File: config.mk
export PLATFORM = sky130hd
export DESIGN_NAME = nibble_pair_demux_flat
export DESIGN_NICKNAME = d
export VERILOG_FILES = /design/src/rtl/nibble_pair_demux_if.sv /design/src/rtl/nibble_pair_demux.sv /design/src/flat_wrapper.sv
export SDC_FILE = /design/constraint.sdc
export NUM_CORES = 1
export LEC_CHECK = 0
export ABC_AREA = 1
export CELL_PAD_IN_SITES_DETAIL_PLACEMENT = 1
export CELL_PAD_IN_SITES_GLOBAL_PLACEMENT = 1
export CORE_MARGIN = 4
export CORE_UTILIZATION = 38
export CTS_BUF_LIST = sky130_fd_sc_hd__clkbuf_8
export DETAILED_ROUTE_END_ITERATION = 7
export GPL_TIMING_DRIVEN = 0
export PLACE_DENSITY_LB_ADDON = 0.1
export SYNTH_ARGS = -nofsm -noshare
export SYNTH_HDL_FRONTEND = slang
export SYNTH_SLANG_ARGS = --single-unit
File: constraint.sdc
create_clock -name CLK -period 2 [get_ports CLK]
set_input_delay 0.4 -clock CLK [delete_from_list [all_inputs] [get_ports CLK]]
set_output_delay 0.4 -clock CLK [all_outputs]
set_load 0.01 [all_outputs]
File: src/rtl/nibble_pair_demux_if.sv
// nibble_pair_demux_if
//   Bus bundle for the nibble pair demultiplexer.
//   master: the upstream mux stage plus the consumer. It drives D/S/G_N,
//           ACK and ERR_CLR, and it observes the outputs.
//   slave : the demux block. It samples the inputs and drives QA/QB,
//           PAIR_VLD, BUSY, ERR and OVF.
interface nibble_pair_demux_if #(
  parameter int WIDTH = 4
);
  logic [WIDTH-1:0] D;
  logic             S;
  logic             G_N;
  logic             ACK;
  logic             ERR_CLR;
  logic [WIDTH-1:0] QA;
  logic [WIDTH-1:0] QB;
  logic             PAIR_VLD;
  logic             BUSY;
  logic             ERR;
  logic             OVF;

  modport master (
    output D, S, G_N, ACK, ERR_CLR,
    input  QA, QB, PAIR_VLD, BUSY, ERR, OVF
  );

  modport slave (
    input  D, S, G_N, ACK, ERR_CLR,
    output QA, QB, PAIR_VLD, BUSY, ERR, OVF
  );
endinterface

File: src/rtl/nibble_pair_demux.sv
// nibble_pair_demux
//   Receive end of a time-multiplexed A/B nibble bus. It captures the A
//   nibble into a shadow register. When the matching B nibble arrives, it
//   presents the pair on QA/QB and holds PAIR_VLD until ACK.
//   Ports:
//     CLK   - rising-edge clock
//     CLR_N - asynchronous active-low reset
//     bus   - slave modport:
//             inputs  D, S (0=A, 1=B), G_N (strobe, active low), ACK, ERR_CLR
//             outputs QA, QB, PAIR_VLD, BUSY (in GOT_A),
//                     ERR (ordering error), OVF (strobe while a pair is pending)
module nibble_pair_demux #(
  parameter int WIDTH      = 4,
  parameter bit STICKY_ERR = 1'b1
) (
  input  logic                  CLK,
  input  logic                  CLR_N,
  nibble_pair_demux_if.slave    bus
);

  localparam logic [1:0] ST_IDLE  = 2'd0;
  localparam logic [1:0] ST_GOT_A = 2'd1;
  localparam logic [1:0] ST_FULL  = 2'd2;

  logic [1:0]       r_state;
  logic [WIDTH-1:0] r_shadow_a;
  logic [WIDTH-1:0] r_qa;
  logic [WIDTH-1:0] r_qb;
  logic             r_vld;
  logic             r_busy;
  logic             r_err;
  logic             r_ovf;

  logic       w_strobe;
  logic [1:0] w_nxt_state;
  logic       w_cap_a;
  logic       w_cap_pair;
  logic       w_clr_vld;
  logic       w_err_set;
  logic       w_ovf_set;

  assign w_strobe = ~bus.G_N;

  always_comb begin
    w_nxt_state = r_state;
    w_cap_a     = 1'b0;
    w_cap_pair  = 1'b0;
    w_clr_vld   = 1'b0;
    w_err_set   = 1'b0;
    w_ovf_set   = 1'b0;
    case (r_state)
      ST_IDLE: begin
        if (w_strobe) begin
          if (!bus.S) begin
            w_cap_a     = 1'b1;
            w_nxt_state = ST_GOT_A;
          end else begin
            w_err_set   = 1'b1;
          end
        end
      end
      ST_GOT_A: begin
        if (w_strobe) begin
          if (bus.S) begin
            w_cap_pair  = 1'b1;
            w_nxt_state = ST_FULL;
          end else begin
            // A repeated: keep the newest A and flag the ordering error
            w_cap_a     = 1'b1;
            w_err_set   = 1'b1;
          end
        end
      end
      ST_FULL: begin
        if (bus.ACK) begin
          // On an acknowledge edge the block behaves as IDLE. A strobe on
          // the same edge starts the next pair, so there is no bubble.
          w_clr_vld   = 1'b1;
          w_nxt_state = ST_IDLE;
          if (w_strobe) begin
            if (!bus.S) begin
              w_cap_a     = 1'b1;
              w_nxt_state = ST_GOT_A;
            end else begin
              w_err_set   = 1'b1;
            end
          end
        end else if (w_strobe) begin
          w_ovf_set = 1'b1;
        end
      end
      default: w_nxt_state = ST_IDLE;
    endcase
  end

  always_ff @(posedge CLK or negedge CLR_N) begin
    if (!CLR_N) begin
      r_state    <= ST_IDLE;
      r_shadow_a <= '0;
      r_qa       <= '0;
      r_qb       <= '0;
      r_vld      <= 1'b0;
      r_busy     <= 1'b0;
      r_err      <= 1'b0;
      r_ovf      <= 1'b0;
    end else begin
      r_state <= w_nxt_state;
      r_busy  <= (w_nxt_state == ST_GOT_A);
      if (w_cap_a)    r_shadow_a <= bus.D;
      if (w_cap_pair) begin
        r_qa  <= r_shadow_a;
        r_qb  <= bus.D;
        r_vld <= 1'b1;
      end else if (w_clr_vld) begin
        r_vld <= 1'b0;
      end
      // In sticky mode a new set condition overrides a clear on the same edge.
      if (STICKY_ERR) begin
        r_err <= w_err_set | (r_err & ~bus.ERR_CLR);
        r_ovf <= w_ovf_set | (r_ovf & ~bus.ERR_CLR);
      end else begin
        r_err <= w_err_set;
        r_ovf <= w_ovf_set;
      end
    end
  end

  assign bus.QA       = r_qa;
  assign bus.QB       = r_qb;
  assign bus.PAIR_VLD = r_vld;
  assign bus.BUSY     = r_busy;
  assign bus.ERR      = r_err;
  assign bus.OVF      = r_ovf;

endmodule

File: src/flat_wrapper.sv
// flat-port wrapper written by rule: the top's interface ports become plain ports
module nibble_pair_demux_flat 
#(
  parameter int WIDTH      = 4,
  parameter bit STICKY_ERR = 1'b1
)
  (CLK, CLR_N, bus_D, bus_S, bus_G_N, bus_ACK, bus_ERR_CLR, bus_QA, bus_QB, bus_PAIR_VLD, bus_BUSY, bus_ERR, bus_OVF);
  nibble_pair_demux_if #(.WIDTH(WIDTH)) bus_i ();
  input  logic CLK;
  input  logic CLR_N;
  input wire logic [$bits(bus_i.D)-1:0] bus_D;
  input wire logic [$bits(bus_i.S)-1:0] bus_S;
  input wire logic [$bits(bus_i.G_N)-1:0] bus_G_N;
  input wire logic [$bits(bus_i.ACK)-1:0] bus_ACK;
  input wire logic [$bits(bus_i.ERR_CLR)-1:0] bus_ERR_CLR;
  output wire logic [$bits(bus_i.QA)-1:0] bus_QA;
  output wire logic [$bits(bus_i.QB)-1:0] bus_QB;
  output wire logic [$bits(bus_i.PAIR_VLD)-1:0] bus_PAIR_VLD;
  output wire logic [$bits(bus_i.BUSY)-1:0] bus_BUSY;
  output wire logic [$bits(bus_i.ERR)-1:0] bus_ERR;
  output wire logic [$bits(bus_i.OVF)-1:0] bus_OVF;
  assign bus_i.D = bus_D;
  assign bus_i.S = bus_S;
  assign bus_i.G_N = bus_G_N;
  assign bus_i.ACK = bus_ACK;
  assign bus_i.ERR_CLR = bus_ERR_CLR;
  assign bus_QA = bus_i.QA;
  assign bus_QB = bus_i.QB;
  assign bus_PAIR_VLD = bus_i.PAIR_VLD;
  assign bus_BUSY = bus_i.BUSY;
  assign bus_ERR = bus_i.ERR;
  assign bus_OVF = bus_i.OVF;
  nibble_pair_demux #(.WIDTH(WIDTH), .STICKY_ERR(STICKY_ERR)) u_core (.CLK(CLK), .CLR_N(CLR_N), .bus(bus_i));
endmodule
Word level (Yosys, flattened, before mapping)
Cells that the tools add are included.
W data, S select, Z words.
{"block": "classes", "mux": 24, "addsub": 0, "div_mod_pow": 0, "mul": 0, "bitwise_logic": 5, "shift": 0, "n_eq_ne": 3, "magnitude_cmp": 0, "reduce_logical": 3}
{"op": "$mux W1", "count": 15}
{"op": "$mux W2", "count": 6}
{"op": "$pmux W2 S3", "count": 1}
{"op": "$eq A2 B1 Y1 const B", "count": 2}
{"op": "$pmux W1 S3", "count": 1}
{"op": "$and A1 B1 Y1", "count": 2}
{"op": "$eq A2 B2 Y1 const B", "count": 1}
{"op": "$logic_not A2 Y1", "count": 1}
{"op": "$or A1 B1 Y1", "count": 2}
{"op": "$pmux W1 S2", "count": 1}
{"op": "$reduce_bool A2 Y1", "count": 1}
{"op": "$reduce_or A2 Y1", "count": 1}
{"op": "$not A1 Y1", "count": 1}
{"block": "totals", "ram_bits": 0, "romBits": 0, "word_cells": 43, "out_inout_bits": 12, "latch_bits": 0, "n_memories": 0, "reg_bits": 18, "input_bits": 10}

Depth between registers and ports, before layout
Gate-level depths: netlist (run 1).
{"block": "logic_depth", "word_depth": 5, "mapped_depth": 6}

Worst setup path after synthesis (run 1)
Ideal clock, no wire load.
{"block": "synth_path", "path_type": "flip-flop to flip-flop", "start": "register u_core.r_state[1]", "end": "register u_core.r_qa[0], in the netlist u_core.bus.QA[0]", "slack_ns": 1.115, "stages_incl_launch_ff": 7, "t_required_ns": 1.883, "arrival_time_ns": 0.768, "setup_time_ns": 0.117, "period_less_slack_ns": 0.885, "path_cell_list": "dfrtp_1 -> inv_2 -> nand2_4 -> inv_4 -> nand2_4 -> nand2_1 -> nand2_1"}
{"block": "synth_between", "elab_chain_len": 2}
{"item": "start: declaration", "line_no": "nibble_pair_demux.sv:25", "rtl": "logic [1:0] r_state;"}
{"item": "start signal: assignment", "line_no": "nibble_pair_demux.sv:107", "rtl": "r_state <= w_nxt_state;"}
{"item": "$eq A2 B1 Y1", "line_no": "nibble_pair_demux.sv:51", "rtl": "case (r_state)"}
{"item": "$mux W1", "line_no": "nibble_pair_demux.sv:51"}
{"item": "end signal: assignment", "line_no": "nibble_pair_demux.sv:111", "rtl": "r_qa <= r_shadow_a;"}
{"item": "end: declaration", "line_no": "nibble_pair_demux.sv:27", "rtl": "logic [WIDTH-1:0] r_qa;"}
Every way passes these cells.
A chain may end at the register's enable or synchronous reset.

Worst setup path in the final report (run 1)
{"block": "layout_path", "start": "register u_core.r_qa[0], in the netlist u_core.bus.QA[0]", "end": "output port bus_QA[0]"}
{"item": "end: declaration", "line_no": "flat_wrapper.sv:16", "rtl": "output wire logic [$bits(bus_i.QA)-1:0] bus_QA;"}
No word-level cell between the ends.

==> results.toml, run 1 <==
[floorplanning]
die_y_microns = 53.29
die_x_microns = 53.29
rows = 16
io_pins = 22
initial_utilization_pct = 39.73
dieArea_sq_um = 2840
core-area_sq_um = 1962

[min_path]
hp-start = "u_core.bus.QA[2]"
hold_class = "flop to flop"
hold_end = "u_core.bus.QA[2]"
holdPathStages = 2

[yosys]
synth_edf_count = 0
yosysWarnings = 0
synthDominantCellAreaShare_pct = 57.78
syn_nets = 97
syn_area_sq_um = 779.5
synthDistinctLibCells = 13
synth_commonest_cells = "45 x nand2_1, 18 x dfrtp_1, 7 x nand3_1"
ys_seq_area_share_pct = 57.78
post-synth-top-count-cell = "nand2_1"
syn_area_per_cell_sq_um = 8.960
synth_area_leaders = "dfrtp_1 58%, nand2_1 22%, nand3_1 4.5%, nand2_4 2.9%, nor2_4 2.9%"
synthArstFlopShare_pct = 100.0
synth_area_leader_cell = "dfrtp_1"
synthFlopType = "dfrtp_1"
ys_ff_latch = 18
syn-instance-count = 87

[pwr]
seqPwrFrac_pct = 41.9
power_frac_clock_pct = 21.1
p_int_uw = 932.5
power_switching_uw = 427.4
pwr-share-comb_pct = 37.0
vdd_drop_max_mv = 0.6562
power.density_nw_per_um2 = 1261
power_mw = 1.360
swShare_pct = 31.43
p_leak_nw = 0.5469

[global_route]
grt_pass1_wl_microns = 3084
grt_max_degree = 19
grt_remaining_overflow = 0
grt_pass1_vias = 671
antenna_found_initial = 0
grt_use_total_pct = 15.16

[clock_tree]
numCtsBuffers = 3
cts_resized = 0
ctsHoldBuffers = 0
cts_tree = "done"
cts_buffer_depth = 2
clock-sinks = 18
h-tree-depth = 1
worstSkewPairLatency_ns = 0.25
cts_setup_buffers = 0
clkSlewWorstSetupHoldPaths_ns = 0.07
clock-root-buffer = "clkbuf_8"

[critical_path]
r2r_slack_ns = 0.95
worst_ep_arrival_time_ns = 1.15
slowest_stage = "clkdlybuf4s50_1"
timing.rr.end = "u_core.bus.BUSY"
worstSetupStartpointType = "flop"
r2r_cells = 5
r2r-start = "u_core.r_state[0]"
cp_max_fo = 2
critPathTopFamily = "buffers and inverters"
cp_num_buf_inv = 1
required_ns = 1.60
slowest_delay_ns = 0.54
end_kind = "output pin"
worstPathCellList = "clkdlybuf4s50_1"
critPathKind = "flop to output pin"

[sta]
finalClockSkew_ns = 0.002809
max_freq_ghz = 0.6458
slew_headroom_pct = 47.32
rsz0062_at_grt = "false"
drv_slew = 0
hold_violations = 0
period_share_pct = 77.43
tightestPinTransition_ns = 0.7877
timing.final.crit_period_ns = 1.549
setup_tns_ns = 0
finalSetupViolCount = 0

[job]
cap_viol_max_count = 0

[placement]
gp_congestion = 0.7080
port_buffers = 21
dpl.hpwl_microns = 1308

[routing]
drc = 0
postRouteAntennaNets = 0
first_pass_iters = 4
drt-vias-per-instance = 4.518
drt-total-wl_microns = 1728
wl_per_cell_microns = 12.43
dr_total_vias = 628
drt_iter0_markers = 7

[layout]
diodes = 0
areaGrowthSynthToFinish_pct = 38.36
layout.nets = 123
drive_gt1_share_pct = 13.39

[run_status]
status = "finished, final reports clean"
[cell families (layout without fill, tap and decap cells)]
group	count (synthesis)	in the layout	synth area share, %
DFF	18	18	57.78
and+or+nand+nor	59	59	36.60
AOI/OAI and AO/OA	3	3	1.926
buffers and inverters	7	32	3.692
[area by class of cell]
type	instances	area, sq um
fillers	251	883.3
flip-flops and latches	18	450.4
multi-input cells	62	300.3
repair buffers	21	210.2
clock buffers	4	55.05
well taps	27	33.78
inverters	7	28.78
[registers in the layout, summed over array words and instances (netlist names)]
signal and count:
u_core.bus.ERR 1, u_core.bus.PAIR_VLD 1, u_core.r_state 2, u_core.bus.QB 4, u_core.bus.OVF 1, u_core.r_shadow_a 4, u_core.bus.BUSY 1, u_core.bus.QA 4
[metrics by stage]
step	area, sq um	instances	hold slack (ns)	utilization [%]	worst slack [ns]
6_report	1079	139	0.4708	54.97	0.4515
5_1_grt	1079	139	0.5090	54.97	0.3950
4_1_cts	1079	139	0.4770	54.97	0.4372
2_1_floorplan	779.5	87	0.1044	-	1.115
3_5_place_dp	1023	135	0.4600	52.17	0.4182
3_3_place_gp	1023	135	0.4534	52.17	0.4547
[power groups by stage]
stage	logic (mW)	registers [mW]	clock network [mW]
floorplan	0.181	0.620	0
global placement	0.498	0.568	0
detailed placement	0.511	0.576	0
CTS	0.514	0.573	0.298
global route	0.565	0.589	0.314
finish	0.503	0.570	0.287
[metal layers]
metal	vias up	global-route usage [%]	wire length, microns
met5	-	0	0
met4	0	6.383	9
met3	2	3.099	85
met2	12	23.67	848
met1	296	20.07	785
li1	318	-	-
[layout by cell type, fill, tap and decap left out]
cell / instances
nor2_8: 1
nand2_1: 45
nand3_2: 1
o21ai_1: 1
nor2_4: 2
clkdlybuf4s50_1: 21
clkbuf_8: 4
dfrtp_1: 18
nand3_1: 7
inv_4: 1
nand2_2: 1
nand2_4: 2
o21ai_0: 2
inv_1: 3
inv_2: 3
[worst min-delay path: cells and delay by family, from the launching register on]
family,cells,cell delay (ns)
DFF,1,0.34
and+or+nand+nor,2,0.10
[worst max-delay path by stage]
stage,from,to,depth (start not counted)
after floorplan,u_core.r_state[1],u_core.bus.QA[0],6
after global routing,u_core.bus.QB[1],bus_QB[1],1
after CTS,u_core.bus.QB[1],bus_QB[1],1
after detailed placement,bus_G_N,u_core.r_shadow_a[0],5
final,u_core.bus.QA[0],bus_QA[0],1
after global placement,bus_G_N,u_core.r_shadow_a[1],5
(Power assumes the default switching activity.)
==> inputs of run 2 (changes only) <==
Settings changed: CORE_ASPECT_RATIO set to 1.75, CORE_UTILIZATION 38 to 32.
Clock period 2 ns to 1.28 ns, I/O delays scaled along.
==> run 2 against run 1 <==
Against the previous run:
- combinational power is 32% higher
- first-iteration DRC count increased by 29%
- setup slack lost 0.35 ns
- die area grew 17%
- utilization is 9.5 points lower
- sequential cell count unchanged
- worst hold slack lost 0.0042 ns
- final cell count fell by 2.2%
- non-clock buffer count stayed put
- critical path type unchanged
- largest cell class unchanged
==> results.toml, run 2 (synthesis gave the netlist of run 1 again) <==
[floorplanning]
dieArea_sq_um = 3321
rows = 23
io_pins = 22
die_y_microns = 73.29
initial_utilization_pct = 33.86
core-area_sq_um = 2302
die_x_microns = 45.31

[layout]
layout_common_cells = "45 x nand2_1, 18 x dfrtp_1, 12 x dlygate4sd2_1"
fill_cells = 295
fin_util_pct = 45.49
mostFrequentLayoutCell = "nand2_1"
diodes = 0
fin_cells = 136
layout.nets = 123
design_area_sq_um = 1047
areaGrowthSynthToFinish_pct = 34.35
drive_gt1_share_pct = 12.61

[global_route]
grt_pass1_wl_microns = 3098
grt_pass1_vias = 686
grt_use_total_pct = 12.73
antenna_found_initial = 0
grt_max_degree = 19
grt_remaining_overflow = 0

[critical_path]
critPathKind = "flop to output pin"
worst_ep_arrival_time_ns = 0.92
critPathTopFamily = "flip-flops"
r2r_cells = 5
r2r-start = "u_core.r_state[0]"
crit_start = "u_core.bus.QB[0]"
worstPathCellList = "dlygate4sd2_1"
timing.rr.end = "u_core.r_state[0]"
crit_end = "bus_QB[0]"
path_depth = 1
required_ns = 1.02
cp_num_buf_inv = 1
worstSetupStartpointType = "flop"
cp_max_fo = 2
r2r_slack_ns = 0.26
slowest_delay_ns = 0.38
slowest_stage = "dfrtp_1"
end_kind = "output pin"

[clock_tree]
cts_setup_buffers = 0
clock-root-buffer = "clkbuf_8"
clkSlewWorstSetupHoldPaths_ns = 0.07
worstSkewPairLatency_ns = 0.25
cts_resized = 12
ctsHoldBuffers = 0
h-tree-depth = 1
numCtsBuffers = 3
cts_buffer_depth = 2
clock-sinks = 18
cts_tree = "done"

[routing]
dr_total_vias = 631
first_pass_iters = 2
wl_per_cell_microns = 12.76
postRouteAntennaNets = 0
drt_iter0_markers = 9
drt-total-wl_microns = 1736
drt-vias-per-instance = 4.640
drc = 0

[pwr]
swShare_pct = 34.04
p_leak_nw = 0.5707
seqPwrFrac_pct = 45.3
power_switching_uw = 659.2
vdd_drop_max_mv = 0.7546
power_frac_clock_pct = 20.3
pwr-share-comb_pct = 34.4
p_int_mw = 1.277
power.density_nw_per_um2 = 1849

[sta]
finalClockSkew_ns = 0.001149
tightestPinTransition_ns = 0.8051
period_share_pct = 91.83
rsz0062_at_grt = "false"
hold_slack_ns = 0.4666
timing.final.crit_period_ns = 1.175
drv_slew = 0
finalSetupViolCount = 0
hold_violations = 0
max_freq_ghz = 0.8508
slew_headroom_pct = 46.16

[min_path]
hold_class = "input pin to asynchronous set/reset pin"

[placement]
placed_cells = 133
gp_congestion = 0.7464
port_buffers = 21
placed_cell_area_sq_um = 1021
dpl.hpwl_microns = 1389

[run_status]
status = "finished, final reports clean"

[job]
cap_viol_max_count = 0
==> run 2: cell type report <==
cell class | instances | area [sq um] | share of cell area (%)
Timing Repair Buffer | 21 | 195.2 | 18.64
Inverter | 7 | 28.78 | 2.748
Tap cell | 25 | 31.28 | 2.987
Sequential cell | 18 | 450.4 | 43.01
Clock buffer | 3 | 41.29 | 3.943
Multi-Input combinational cell | 62 | 300.3 | 28.67
==> run 2: worst min path at each step <==
stage / endpoint / slack, ns / cells past startpoint
after detailed placement: u_core.bus.QB[1] / 0.46 / 2
after CTS: u_core.bus.QB[1] / 0.47 / 2
after global placement: u_core.bus.QB[1] / 0.45 / 2
after global routing: u_core.bus.QA[3] / 0.50 / 2
after floorplan: u_core.bus.BUSY / -0.04 / 0
final: u_core.bus.QA[2] / 0.47 / 1
==> run 2: stage by stage <==
step	setup slack (ns)	TNS (ns)	power (mW)
2_1_floorplan	0.3954	0	1.251
3_3_place_gp	-0.1028	-1.933	1.674
3_5_place_dp	-0.1401	-2.813	1.704
4_1_cts	0.09388	0	1.975
5_1_grt	0.04228	0	2.090
6_report	0.1046	0	1.937
==> run 2: power by group through the flow <==
stage               registers (mW)  logic [mW]  clock network, mW
global placement             0.891       0.783                  0
finish                       0.878       0.665              0.393
CTS                          0.885       0.689              0.401
detailed placement           0.902       0.802                  0
floorplan                    0.969       0.282                  0
global route                 0.907       0.748              0.435
==> run 2: routing by layer <==
layer,routed length (microns),track usage (%),vias to the layer above
met4,31,4.886,0
li1,-,-,314
met1,655,13.45,296
met2,963,23.97,16
met3,85,1.716,5
met5,0,0,-
